**src/rtl/dbg_trigger_unit.sv**
```systemverilog
// Debug trigger (breakpoint) unit: tselect/tdata1/tdata2/tinfo CSRs plus
// per-trigger address comparators on the execute PC and the load/store
// address. Produces a registered one-cycle breakpoint pulse.
module dbg_trigger_unit #(
    parameter int NUM_TRIG = 2,
    parameter int XLEN     = 32
) (
    input  logic                cpu_clk,
    input  logic                cpu_rstn,
    input  logic                dbg_mode,
    input  logic [1:0]          priv,
    input  logic [11:0]         csr_addr,
    input  logic                csr_wr_en,
    input  logic [XLEN-1:0]     csr_wr_data,
    output logic [XLEN-1:0]     csr_rd_data,
    input  logic                exe_valid,
    input  logic [XLEN-1:0]     exe_pc,
    input  logic                mem_valid,
    input  logic                mem_is_store,
    input  logic [XLEN-1:0]     mem_addr,
    output logic                breakpoint,
    output logic [NUM_TRIG-1:0] trig_hit
);

    localparam int SEL_W = (NUM_TRIG > 1) ? $clog2(NUM_TRIG) : 1;

    localparam logic [11:0] ADDR_TSELECT = 12'h7A0;
    localparam logic [11:0] ADDR_TDATA1  = 12'h7A1;
    localparam logic [11:0] ADDR_TDATA2  = 12'h7A2;
    localparam logic [11:0] ADDR_TINFO   = 12'h7A4;

    // Match encodings: 0 equal, 2 unsigned >=, 3 unsigned <
    function automatic logic addr_cmp(input logic [3:0] match,
                                      input logic [XLEN-1:0] a,
                                      input logic [XLEN-1:0] b);
        case (match)
            4'd2:    addr_cmp = (a >= b);
            4'd3:    addr_cmp = (a < b);
            default: addr_cmp = (a == b);
        endcase
    endfunction

    // Unsupported match encodings collapse to "equal"
    function automatic logic [3:0] legal_match(input logic [3:0] m);
        legal_match = (m == 4'd2 || m == 4'd3) ? m : 4'd0;
    endfunction

    logic [SEL_W-1:0]    tselect_q, tselect_d;
    logic [NUM_TRIG-1:0] hit_q, hit_d;
    logic [NUM_TRIG-1:0] m_q, m_d;
    logic [NUM_TRIG-1:0] u_q, u_d;
    logic [NUM_TRIG-1:0] exe_q, exe_d;
    logic [NUM_TRIG-1:0] store_q, store_d;
    logic [NUM_TRIG-1:0] load_q, load_d;
    logic [3:0]          match_q  [NUM_TRIG];
    logic [3:0]          match_d  [NUM_TRIG];
    logic [XLEN-1:0]     tdata2_q [NUM_TRIG];
    logic [XLEN-1:0]     tdata2_d [NUM_TRIG];
    logic                breakpoint_q, breakpoint_d;
    logic [NUM_TRIG-1:0] fire;

    logic wr_tsel, wr_td1, wr_td2;

    // tselect is writable in any mode; tdata1/tdata2 only from debug mode
    assign wr_tsel = csr_wr_en && (csr_addr == ADDR_TSELECT) &&
                     (csr_wr_data < XLEN'(NUM_TRIG));
    assign wr_td1  = csr_wr_en && dbg_mode && (csr_addr == ADDR_TDATA1);
    assign wr_td2  = csr_wr_en && dbg_mode && (csr_addr == ADDR_TDATA2);

    generate
        for (genvar gi = 0; gi < NUM_TRIG; gi++) begin : g_trig
            logic en_priv, exe_hit, mem_hit;
            assign en_priv = ((priv == 2'b11) && m_q[gi]) ||
                             ((priv == 2'b00) && u_q[gi]);
            assign exe_hit = exe_valid && exe_q[gi] &&
                             addr_cmp(match_q[gi], exe_pc, tdata2_q[gi]);
            assign mem_hit = mem_valid &&
                             (mem_is_store ? store_q[gi] : load_q[gi]) &&
                             addr_cmp(match_q[gi], mem_addr, tdata2_q[gi]);
            // Suppressed in debug mode and while a pulse is already out,
            // so the controller never sees back-to-back pulses
            assign fire[gi] = en_priv && (exe_hit || mem_hit) &&
                              !dbg_mode && !breakpoint_q;
        end
    endgenerate

    // Next-state: sticky hits from fire, then CSR writes (write wins)
    always_comb begin
        tselect_d    = tselect_q;
        breakpoint_d = |fire;
        hit_d        = hit_q | fire;
        m_d          = m_q;
        u_d          = u_q;
        exe_d        = exe_q;
        store_d      = store_q;
        load_d       = load_q;
        match_d      = match_q;
        tdata2_d     = tdata2_q;
        if (wr_tsel) begin
            tselect_d = csr_wr_data[SEL_W-1:0];
        end
        for (int i = 0; i < NUM_TRIG; i++) begin
            if (tselect_q == SEL_W'(i)) begin
                if (wr_td1) begin
                    hit_d[i]   = csr_wr_data[20];
                    match_d[i] = legal_match(csr_wr_data[10:7]);
                    m_d[i]     = csr_wr_data[6];
                    u_d[i]     = csr_wr_data[4];
                    exe_d[i]   = csr_wr_data[2];
                    store_d[i] = csr_wr_data[1];
                    load_d[i]  = csr_wr_data[0];
                end
                if (wr_td2) begin
                    tdata2_d[i] = csr_wr_data;
                end
            end
        end
    end

    // State registers; reset drops any pending pulse and disables triggers
    always_ff @(posedge cpu_clk) begin
        if (!cpu_rstn) begin
            tselect_q    <= '0;
            hit_q        <= '0;
            m_q          <= '0;
            u_q          <= '0;
            exe_q        <= '0;
            store_q      <= '0;
            load_q       <= '0;
            breakpoint_q <= 1'b0;
            for (int i = 0; i < NUM_TRIG; i++) begin
                match_q[i]  <= '0;
                tdata2_q[i] <= '0;
            end
        end else begin
            tselect_q    <= tselect_d;
            hit_q        <= hit_d;
            m_q          <= m_d;
            u_q          <= u_d;
            exe_q        <= exe_d;
            store_q      <= store_d;
            load_q       <= load_d;
            breakpoint_q <= breakpoint_d;
            match_q      <= match_d;
            tdata2_q     <= tdata2_d;
        end
    end

    logic [31:0] tdata1_word;

    // tdata1 image of the selected trigger with its fixed fields
    always_comb begin
        tdata1_word = {4'h2, 1'b1, 6'd0, hit_q[tselect_q], 1'b0, 1'b0, 2'b00,
                       4'h1, 1'b0, match_q[tselect_q], m_q[tselect_q], 1'b0,
                       u_q[tselect_q], 1'b0, exe_q[tselect_q],
                       store_q[tselect_q], load_q[tselect_q]};
    end

    // Combinational CSR read mux; unowned addresses read zero
    always_comb begin
        csr_rd_data = '0;
        case (csr_addr)
            ADDR_TSELECT: csr_rd_data = XLEN'(tselect_q);
            ADDR_TDATA1:  csr_rd_data = XLEN'(tdata1_word);
            ADDR_TDATA2:  csr_rd_data = tdata2_q[tselect_q];
            ADDR_TINFO:   csr_rd_data = XLEN'(32'h4);
            default:      csr_rd_data = '0;
        endcase
    end

    assign breakpoint = breakpoint_q;
    assign trig_hit   = hit_q;

endmodule
```
**config.mk**
```make
export PLATFORM = sky130hd
export DESIGN_NAME = dbg_trigger_unit
export DESIGN_NICKNAME = d
export VERILOG_FILES = /design/src/rtl/dbg_trigger_unit.sv
export SDC_FILE = /design/constraint.sdc
export NUM_CORES = 1
export LEC_CHECK = 0
export ABC_CLOCK_PERIOD_IN_PS = 3000
export BUFFER_PORTS_ARGS = -buffer_cell sky130_fd_sc_hd__buf_2
export CAP_MARGIN = 20
export CORE_MARGIN = 2
export CORE_UTILIZATION = 45
export DETAILED_ROUTE_END_ITERATION = 6
export GPL_ROUTABILITY_DRIVEN = 0
export HOLD_SLACK_MARGIN = 0.12
export PLACE_DENSITY = 0.67
export SLEW_MARGIN = 20
export SYNTH_ARGS = -nofsm -noshare
export SYNTH_HDL_FRONTEND = slang
export SYNTH_SLANG_ARGS = --single-unit
```
**constraint.sdc**
```tcl
create_clock -name cpu_clk -period 3 [get_ports cpu_clk]
set_input_delay 0.3 -clock cpu_clk [delete_from_list [all_inputs] [get_ports cpu_clk]]
set_output_delay 0.3 -clock cpu_clk [all_outputs]
set_load 0.02 [all_outputs]
```
Word-level counts from Yosys, hierarchy flattened:

Index checks and enable logic that the tools add are counted.

* bits in registers: 86
* input port bits: 117
* word-level logic and storage cells: 112

* magnitude comparators: 11
* equal/unequal tests: 15
* mux-type cells: 30
* bitwise gates (word level): 3
* reductions and logical operators: 36

Operators by type and width (count)
* $eq A32 B32 Y1: 4
* $ge A32 B32 Y1: 4
* $lt A32 B32 Y1: 4
* $pmux W32 S4: 1
* $mux W32: 3
* $eq A12 B11 Y1 const B: 4
* $lt A32 B2 Y1 const B: 1
* $eq A4 B2 Y1 const B: 6
* $logic_and A1 B1 Y1: 23
* $mux W1: 18
* $mux W4: 4
* $pmux W1 S2: 4
* $reduce_and A2 Y1: 4
* $logic_or A1 B1 Y1: 5
* $eq A2 B2 Y1 const B: 1
* $ge A2 B2 Y1 const B: 1
* $logic_not A1 Y1: 2
* $logic_not A2 Y1: 1
* $lt A1 B2 Y1 const B: 1
* $not A1 Y2: 1
* $or A2 B2 Y2: 1
* $reduce_or A2 Y1: 1
* $not A1 Y1: 1

Logic depth before layout (Yosys ltp):

Gate-level depths: netlist of run 1.

* word-level depth: 10
* gate-level depth with buffers: 10
* gate-level depth less buffers: 10

Worst setup path after synthesis of run 1:

No wires, ideal clock.

* path type: reg-to-reg
* start: register tdata2_q[30] (netlist name)
* end: register breakpoint_q, in the netlist breakpoint
* setup time: 138 ps
* arrival: 2316 ps
* data required time: 2862 ps
* slack: 546 ps
* stages on the path, launching flop included: 11
* buffers on the path: 0
* period minus slack after synthesis: 2454 ps
* cells stage by stage: dfxtp_1 > inv_1 > ha_1 > a21oi_1 > nand2_1 > a221o_1 > a211o_1 > o31a_1 > or3_1 > a31oi_1 > o221ai_1

* word-level cells in the longest chain between the ends: 8
* elaborated cells between the ends (all ways): 15
* classes of those cells: 4 x order compare; 2 x eq/ne; 2 x mux; 7 x reduce/logical

Ends and longest elaborated chain
* from (decl): RTL line 57 `logic [XLEN-1:0] tdata2_q [NUM_TRIG];`
* from (signal assigned): RTL line 145 `tdata2_q <= tdata2_d;`
* $lt A32 B32 Y1 (tied with other cells): RTL line 38 `4'd3: addr_cmp = (a < b);`
* $pmux W1 S2: RTL line 36 `case (match)`
* $logic_and A1 B1 Y1, on equally long branches: RTL line 75, 78
* $logic_or A1 B1 Y1 *: RTL line 82 `assign fire[gi] = en_priv && (exe_hit || mem_hit) &&`
* $logic_and A1 B1 Y1 * (2 in series): RTL line 82
* $logic_and A1 B1 Y1 *: RTL line 83 `!dbg_mode && !breakpoint_q;`
* $reduce_or A2 Y1 *: RTL line 90 `breakpoint_d = |fire;`
* to (signal assigned): RTL line 143 `breakpoint_q <= breakpoint_d;`
* to (decl): RTL line 59 `logic breakpoint_q, breakpoint_d;`

Mark *: on every way between the ends. The rest lies on a longest branch, timed or not.
A chain may end at the register's enable or synchronous reset.

Worst setup path in the final report of run 1:

* start: register tdata2_q[27] (netlist name)
* end: register breakpoint_q, in the netlist breakpoint

Same word-level chain as after synthesis.

==> results of run 1 <==
==> power breakdown <==
part           total, mW  switching (mW)  internal, mW
Clock               1.22           0.466         0.750
Combinational      0.390           0.213         0.177
Sequential          1.14       0.0000249          1.14
Total               2.75           0.679          2.07
==> layer usage <==
metal,track usage,share of wire,wire length (um)
met2,0.4180,0.44,9672
met4,0.1069,0.034,751
met1,0.3595,0.46,10090
met5,0,0,0
met3,0.05533,0.062,1367
==> worst reg2reg max path: stages (launching register included) <==
cell and delay (ns):
dfxtp_1 0.35, inv_1 0.08, ha_1 0.33, nand4_1 0.17, or4_1 0.66, nor3_2 0.25
nor4_1 0.07, or3_1 0.37, a31oi_1 0.19, o221ai_1 0.14
==> cell type report <==
cell class	instances	area, um^2	area share
repair buffers	168	895.9	0.1062
clock buffers	12	246.5	0.02923
flip-flops and latches	86	1723	0.2043
clock inverters	3	68.82	0.008161
inverters	67	251.5	0.02983
multi-input cells	700	4982	0.5909
well taps	211	264.0	0.03131
==> sequential cells by signal, indices dropped and copies added (netlist names), 2 cells and up <==
name	count
tdata2_q	64
match_q	8
exe_q	2
load_q	2
m_q	2
store_q	2
trig_hit	2
u_q	2
==> cell families after synthesis <==
logic type	count (synthesis)	share of synthesized area
multiplexers	55	0.07843
XOR/XNOR	2	0.002474
adder cells (fa/ha/maj)	128	0.2261
buffers and inverters	101	0.05547
AND/OR/NAND/NOR	310	0.2047
AO/OA/AOI/OAI	205	0.1897
flip-flops	86	0.2431
==> cell usage in the layout (no fill, tap or decap), drive strengths merged, types with 25 or more instances in the layout <==
cell and count:
nand2 171, a21boi 65, a21oi 55, ha 128, dfxtp 86, o21ai 25, inv 67, mux2i 51
buf 168, nor2 31, nand4 26
==> repair_timing <==
| item | in CTS | in global routing |
|---|---|---|
| endpoints found under the hold margin | 0 | 0 |
| setup endpoints to repair | 0 | 2 |
| hold buffers | 0 | 0 |
| resized for setup | 0 | 1 |
| buffers inserted | 0 | 0 |
==> per-stage QoR <==
| stage | setup slack [ns] | cell area [um^2] | hold WS, ns |
|---|---|---|---|
| finish | 0.2565 | 8432 | 0.2082 |
| floorplan | 0.5461 | 7083 | 0.4348 |
| detailed placement | 0.1557 | 8112 | 0.4570 |
| global route | 0.05266 | 8432 | 0.2066 |
| CTS | 0.1512 | 8427 | 0.1981 |
| global placement | 0.1816 | 8112 | 0.4507 |
==> worst max path at each step <==
| stage | endpoint | slack, ns | startpoint |
|---|---|---|---|
| 4_1_cts | breakpoint$_SDFF_PN0_ | 0.15 | tdata2_q[27]$_SDFFE_PN0P_ |
| 2_1_floorplan | breakpoint$_SDFF_PN0_ | 0.55 | tdata2_q[30]$_SDFFE_PN0P_ |
| 3_3_place_gp | breakpoint$_SDFF_PN0_ | 0.18 | exe_pc[31] |
| 3_5_place_dp | breakpoint$_SDFF_PN0_ | 0.16 | exe_pc[27] |
| 5_1_grt | breakpoint$_SDFF_PN0_ | 0.05 | tdata2_q[31]$_SDFFE_PN0P_ |
| 6_report | breakpoint$_SDFF_PN0_ | 0.26 | tdata2_q[27]$_SDFFE_PN0P_ |
==> impl_results.md, run 1 <==
- Iter 0 DRT Violations: 471
- Cell with the most instances after synthesis: nand2_1
- Worst IR Drop VDD: about 0.28 mV
- Register area share after synthesis: 0.2431
- CTS max path bufs: 2
- Post-Layout Cell Count: ~1200
- Hold WC Path Type: input port to flip-flop
- Routed WL per cell: ~18 um
- Std-Cell Rows: 45
- Startpoint Class: flip-flop
- Number of max-cap violations: 0
- Min-Delay Endpoint: tdata2_q[46]$_SDFFE_PN0P_
- PortBufs: between 150 and 200
- Clock Latency Late Sink: about 0.35 ns
- Pin count of the biggest net entering global routing: 64
- Placed insts: 1232
- Horiz. Die Dim: 129.5 um
- N_diodes: 0
- Pwr Total: ~2.7 mW
- CP max stage delay: approximately 0.66 ns
- Flops & latches, synth: between 80 and 90
- Mean Syn Cell Area: between 7 and 8 um^2
- Cell Area, Synth: around 7000 um^2
- Kind of critical path: flip-flop to flip-flop
- Syn nets: roughly 1100
- Synth top cells by count: 171 x nand2_1, 128 x ha_1, 86 x dfxtp_1, 67 x inv_1, 57 x a21boi_1
- Worst path slowest cell: or4_1
- Vias/cell: between 5 and 6
- Distinct cell type count after synthesis: 50
- Gr ovfl total: 0
- CP Max Fanout: 3
- CP Depth: 9
- Worst slew pin tran: between 0.6 and 0.7 ns
- Total negative setup slack: 0 ns
- Synth-to-Final Area Change: 19.04%
- Clock root cell: clkbuf_16
- First-pass GRT wire length: between 30 and 40 mm
- Post-synth EDFFs: 0
- Initial core utilization: 0.4625
- Reg-to-reg endpoint: breakpoint$_SDFF_PN0_
- # setup viols final: 0
- Core Region: 15310 um^2
- Main synth FF type: dfxtp_1
- Max Freq: 364.5 MHz
- Hold Path Depth: 3
- Asr flop ratio synth: 0
- Final hold viol count: 0
- Reg2Reg Depth: 9
- CTS tree: built
- Crit path cell chain: inv_1 > ha_1 > nand4_1 > or4_1 > nor3_2 > nor4_1 > or3_1 > a31oi_1 > o221ai_1
- CTS buffer count: 9
- TritonRoute pass-1 iters: 7
- Worst hold start: csr_wr_data[14]
- Yosys top cell by area: dfxtp_1
- Cells after synthesis: 887
- Reg-to-reg setup timing slack: between 0.2 and 0.3 ns
- Initial antenna violation count: 0
- Relative slew margins: 0.5504
- Net count, final: approximately 1300
- Post-detailed-route count of antenna-violating nets: 0
- Yosys top cell area share: 0.2431
- CTS clock-pin slew for the worst setup and hold paths: about 0.060 ns
- Clock skew: between 0.004 and 0.005 ns
- DP HPWL: ~18 mm
- Die Y: between 100 and 150 um
- Final Critical Period: between 2 and 3 ns
- Unrepaired setup endpoints after global routing: no
- CP Buf/Inv Count: 1
- Final WL: roughly 22 mm
- H-tree level count: 3
- Fin util: 0.5506
- Fill count: around 1500
- Vias: approximately 6900
- PD cells: between 300 and 400 nW/um^2
- CP top delay family: simple AND/OR/NAND/NOR gates
- WP data required: around 3.2 ns
- Leak pwr: about 3.4 nW
- Launch point of the worst reg-to-reg path: tdata2_q[27]$_SDFFE_PN0P_
- Clk sink count: 86
- Vias in the first global route: 6512
- GRT Util Overall: 0.2667
- Ys Warns: 0
- Share of layout cells above drive strength 1: 0.1834
- Status: finished clean
- Fin. max-slew vios: 0
- Synth top area cells: dfxtp_1 24%, ha_1 23%, nand2_1 9.1%, mux2i_1 7.2%, a21boi_1 6.0%
- I/O pin total: between 150 and 200
- Final worst path period share: 0.9145
- Drt drc: 0
- Die area: around 17000 um^2
- CP Capture Type: flip-flop
- Crit path DAT: 2.96 ns
Note: power is estimated with default switching activity, not from simulation.
==> inputs of run 2 (changes only) <==
--- a/config.mk
+++ b/config.mk
@@ -14,6 +14,7 @@
 export GPL_ROUTABILITY_DRIVEN = 0
 export HOLD_SLACK_MARGIN = 0.12
 export PLACE_DENSITY = 0.67
+export REMOVE_ABC_BUFFERS = 1
 export SLEW_MARGIN = 20
 export SYNTH_ARGS = -nofsm -noshare
 export SYNTH_HDL_FRONTEND = slang
==> run 2 against run 1 <==
  * Combinational power about the same
  * Final area decreased by 0.52%
  * Sequential power about the same
  * Register-to-register slack about the same
  * Worst setup slack got worse by 0.0030 ns
  * Clock skew increased by 0.0039 ns
  * Largest cell class unchanged
==> impl_results.md, run 2 (synthesis gave the netlist of run 1 again) <==
- Die Y: 129.5 um (unchanged)
- CP max stage delay: 0.68 ns (was 0.66 ns)
- Max Freq: 364.1 MHz (was 364.5 MHz)
- Core Region: 15310 um^2 (unchanged)
- Clock skew: 0.008741 ns (was 0.004830 ns)
- Worst hold start: csr_wr_data[27] (was csr_wr_data[14])
- GRT Util Overall: 0.2678 (was 0.2667)
- Std-Cell Rows: 45 (unchanged)
- Net count, final: 1275 (was 1277)
- CTS max path bufs: 2 (unchanged)
- DP HPWL: 17.54 mm (was 17.74 mm)
- Pwr Total: 2.631 mW (was 2.748 mW)
- CTS clock-pin slew for the worst setup and hold paths: 0.07 ns (was 0.06 ns)
- Crit path DAT: 2.97 ns (was 2.96 ns)
- CP Capture Type: flip-flop (unchanged)
- PortBufs: 151 (unchanged)
- Reg2Reg Depth: 9 (unchanged)
- I/O pin total: 152 (unchanged)
- Post-detailed-route count of antenna-violating nets: 0 (unchanged)
- Initial antenna violation count: 0 (unchanged)
- Launch point of the worst reg-to-reg path: tdata2_q[30]$_SDFFE_PN0P_ (was tdata2_q[27]$_SDFFE_PN0P_)
- Post-CTS sizing: 0 (unchanged)
- Clk sink count: 86 (unchanged)
- Status: finished clean (unchanged)
- Largest Register: tdata2_q (unchanged)
- WP data required: 3.22 ns (about the same)
- Area of the multi-input gates: 4982 um^2 (unchanged)
- Clock Latency Late Sink: 0.35 ns (about the same)
- Pin count of the biggest net entering global routing: 86 (was 64)
- CP Max Fanout: 4 (was 3)
- Layout Cell Area excl Fill: 8388 um^2 (was 8432 um^2)
- Routed WL per cell: 17.67 um (was 17.55 um)
- Final hold viol count: 0 (unchanged)
- Drt drc: 0 (unchanged)
- TritonRoute pass-1 iters: 5 (was 7)
- Post-Layout Cell Count: 1246 (was 1247)
- Hold_buf cts: 0 (unchanged)
- Vias: 6957 (was 6905)
- Post-CTS setup buffer count: 0 (unchanged)
- Synth-to-Final Area Change: 18.42% (was 19.04%)
- Min-Delay Endpoint: tdata2_q[27]$_SDFFE_PN0P_ (was tdata2_q[46]$_SDFFE_PN0P_)
- Die area: 16760 um^2 (unchanged)
- Reg-to-reg endpoint: breakpoint$_SDFF_PN0_ (unchanged)
- Share of layout cells above drive strength 1: 0.1836 (was 0.1834)
- CTS buffer count: 9 (unchanged)
- Crit path cell chain: inv_1 > ha_1 > nand4_1 > or4_1 > nor3_1 > nor4_1 > or3_1 > a31oi_1 > o221ai_1 (was inv_1 > ha_1 > nand4_1 > or4_1 > nor3_2 > nor4_1 > or3_1 > a31oi_1 > o221ai_1)
- Worst IR Drop VDD: 0.3415 mV (was 0.2801 mV)
- Clock root cell: clkbuf_16 (unchanged)
- Initial core utilization: 0.4625 (unchanged)
- N_diodes: 0 (unchanged)
- Final worst path period share: 0.9155 (was 0.9145)
- Post-DP Area: 8102 um^2 (was 8112 um^2)
- Iter 0 DRT Violations: 546 (was 471)
- Setup WS pre-CTS: 0.2918 ns (was 0.1557 ns)
- H-tree level count: 3 (unchanged)
- Top Registers: tdata2_q: 64 flops, match_q: 8 flops (unchanged)
- Fill count: 1538 (was 1528)
- # setup viols final: 0 (unchanged)
- Horiz. Die Dim: 129.5 um (unchanged)
- PD cells: 313.7 nW/um^2 (was 325.9 nW/um^2)
- Reg-to-reg setup timing slack: 0.25 ns (was 0.26 ns)
- Worst path slowest cell: or4_1 (unchanged)
- Register area: 1723 um^2 (unchanged)
- CTS tree: built (unchanged)
- Worst slew pin tran: 0.7539 ns (was 0.6743 ns)
- Startpoint Class: flip-flop (unchanged)
- Kind of critical path: flip-flop to flip-flop (unchanged)
- First-pass GRT wire length: 34.64 mm (was 34.29 mm)
- Most frequent cells in the layout: 171 x nand2_1, 151 x buf_2, 128 x ha_1 (unchanged)
- Commonest non-fill, non-tap cell in the layout: nand2_1 (unchanged)
- Final WL: 22.02 mm (was 21.88 mm)
- Placed insts: 1230 (was 1232)
- Unrepaired setup endpoints after global routing: no (unchanged)
- Number of max-cap violations: 0 (unchanged)
- Hold Path Depth: 3 (unchanged)
- Vias in the first global route: 6704 (was 6512)
- Relative slew margins: 0.4974 (was 0.5504)
- Leak pwr: 3.324 nW (was 3.354 nW)
- Max FFs per register: 64 (unchanged)
- Final Critical Period: 2.746 ns (was 2.744 ns)
- Fin. max-slew vios: 0 (unchanged)
- Vias/cell: 5.583 (was 5.537)
- Setup slack after layout: 0.2535 ns (was 0.2565 ns)
- Total negative setup slack: 0 ns (unchanged)
- Gr ovfl total: 0 (unchanged)
- Hold WC Path Type: input port to flip-flop (unchanged)
-- run 2: cell types whose count changed in the layout (fill, tap and decap cells not counted) --
cell | previous run | this run
inv_6 | 0 | 1
buf_4 | 16 | 14
bufinv_16 | 2 | 0
clkbuf_1 | 2 | 1
nand3_2 | 0 | 1
clkinv_2 | 0 | 1
nand3_1 | 13 | 12
clkinvlp_4 | 0 | 1
nor3_2 | 2 | 1
clkbuf_8 | 1 | 2
nor3_1 | 6 | 7
-- run 2: metal layers --
metal,vias up,track usage,part of all wire
li1,3441,-,-
met1,3240,0.3562,0.45
met2,247,0.4539,0.47
met3,29,0.02684,0.061
met4,0,0.09298,0.024
met5,-,0,0
-- run 2: cell type report --
type,count,area share
clock buffer,12,0.03058
clock inverter,4,0.003580
inverter,67,0.02998
multi-input combinational,700,0.5940
sequential,86,0.2054
tap,211,0.03147
timing repair buffer,166,0.1050
-- run 2: critical path: cells and delay by family (launching register included) --
| family | cells | cell delay (ns) |
|---|---|---|
| AND/OR/NAND/NOR | 5 | 1.54 |
| AO/OA/AOI/OAI | 2 | 0.31 |
| buffers and inverters | 1 | 0.08 |
| adder cells (fa/ha/maj) | 1 | 0.32 |
| flip-flops | 1 | 0.36 |
-- run 2: worst max path at each step --
stage	from	slack (ns)	cells after the start	end
after floorplan	tselect_q$_SDFFE_PN0P_	-0.28	4	tdata2_q[0]$_SDFFE_PN0P_
after global placement	exe_pc[23]	0.34	10	breakpoint$_SDFF_PN0_
after detailed placement	exe_pc[23]	0.29	10	breakpoint$_SDFF_PN0_
after CTS	tdata2_q[23]$_SDFFE_PN0P_	0.29	10	breakpoint$_SDFF_PN0_
after global routing	tdata2_q[27]$_SDFFE_PN0P_	0.11	9	breakpoint$_SDFF_PN0_
final	tdata2_q[30]$_SDFFE_PN0P_	0.25	9	breakpoint$_SDFF_PN0_
-- run 2: per-stage QoR --
step           hold WS (ns)  utilization
2_1_floorplan        0.4086            -
3_3_place_gp         0.4527       0.5290
3_5_place_dp         0.4621       0.5290
4_1_cts              0.1991       0.5477
5_1_grt              0.2123       0.5477
6_report             0.2065       0.5477
-- run 2: power breakdown --
part,internal [mW],leakage [nW],switching [mW]
logic,0.177,2.49,0.214
registers,1.14,0.693,0.0000223
clock network,0.610,0.139,0.488
total,1.93,3.32,0.702
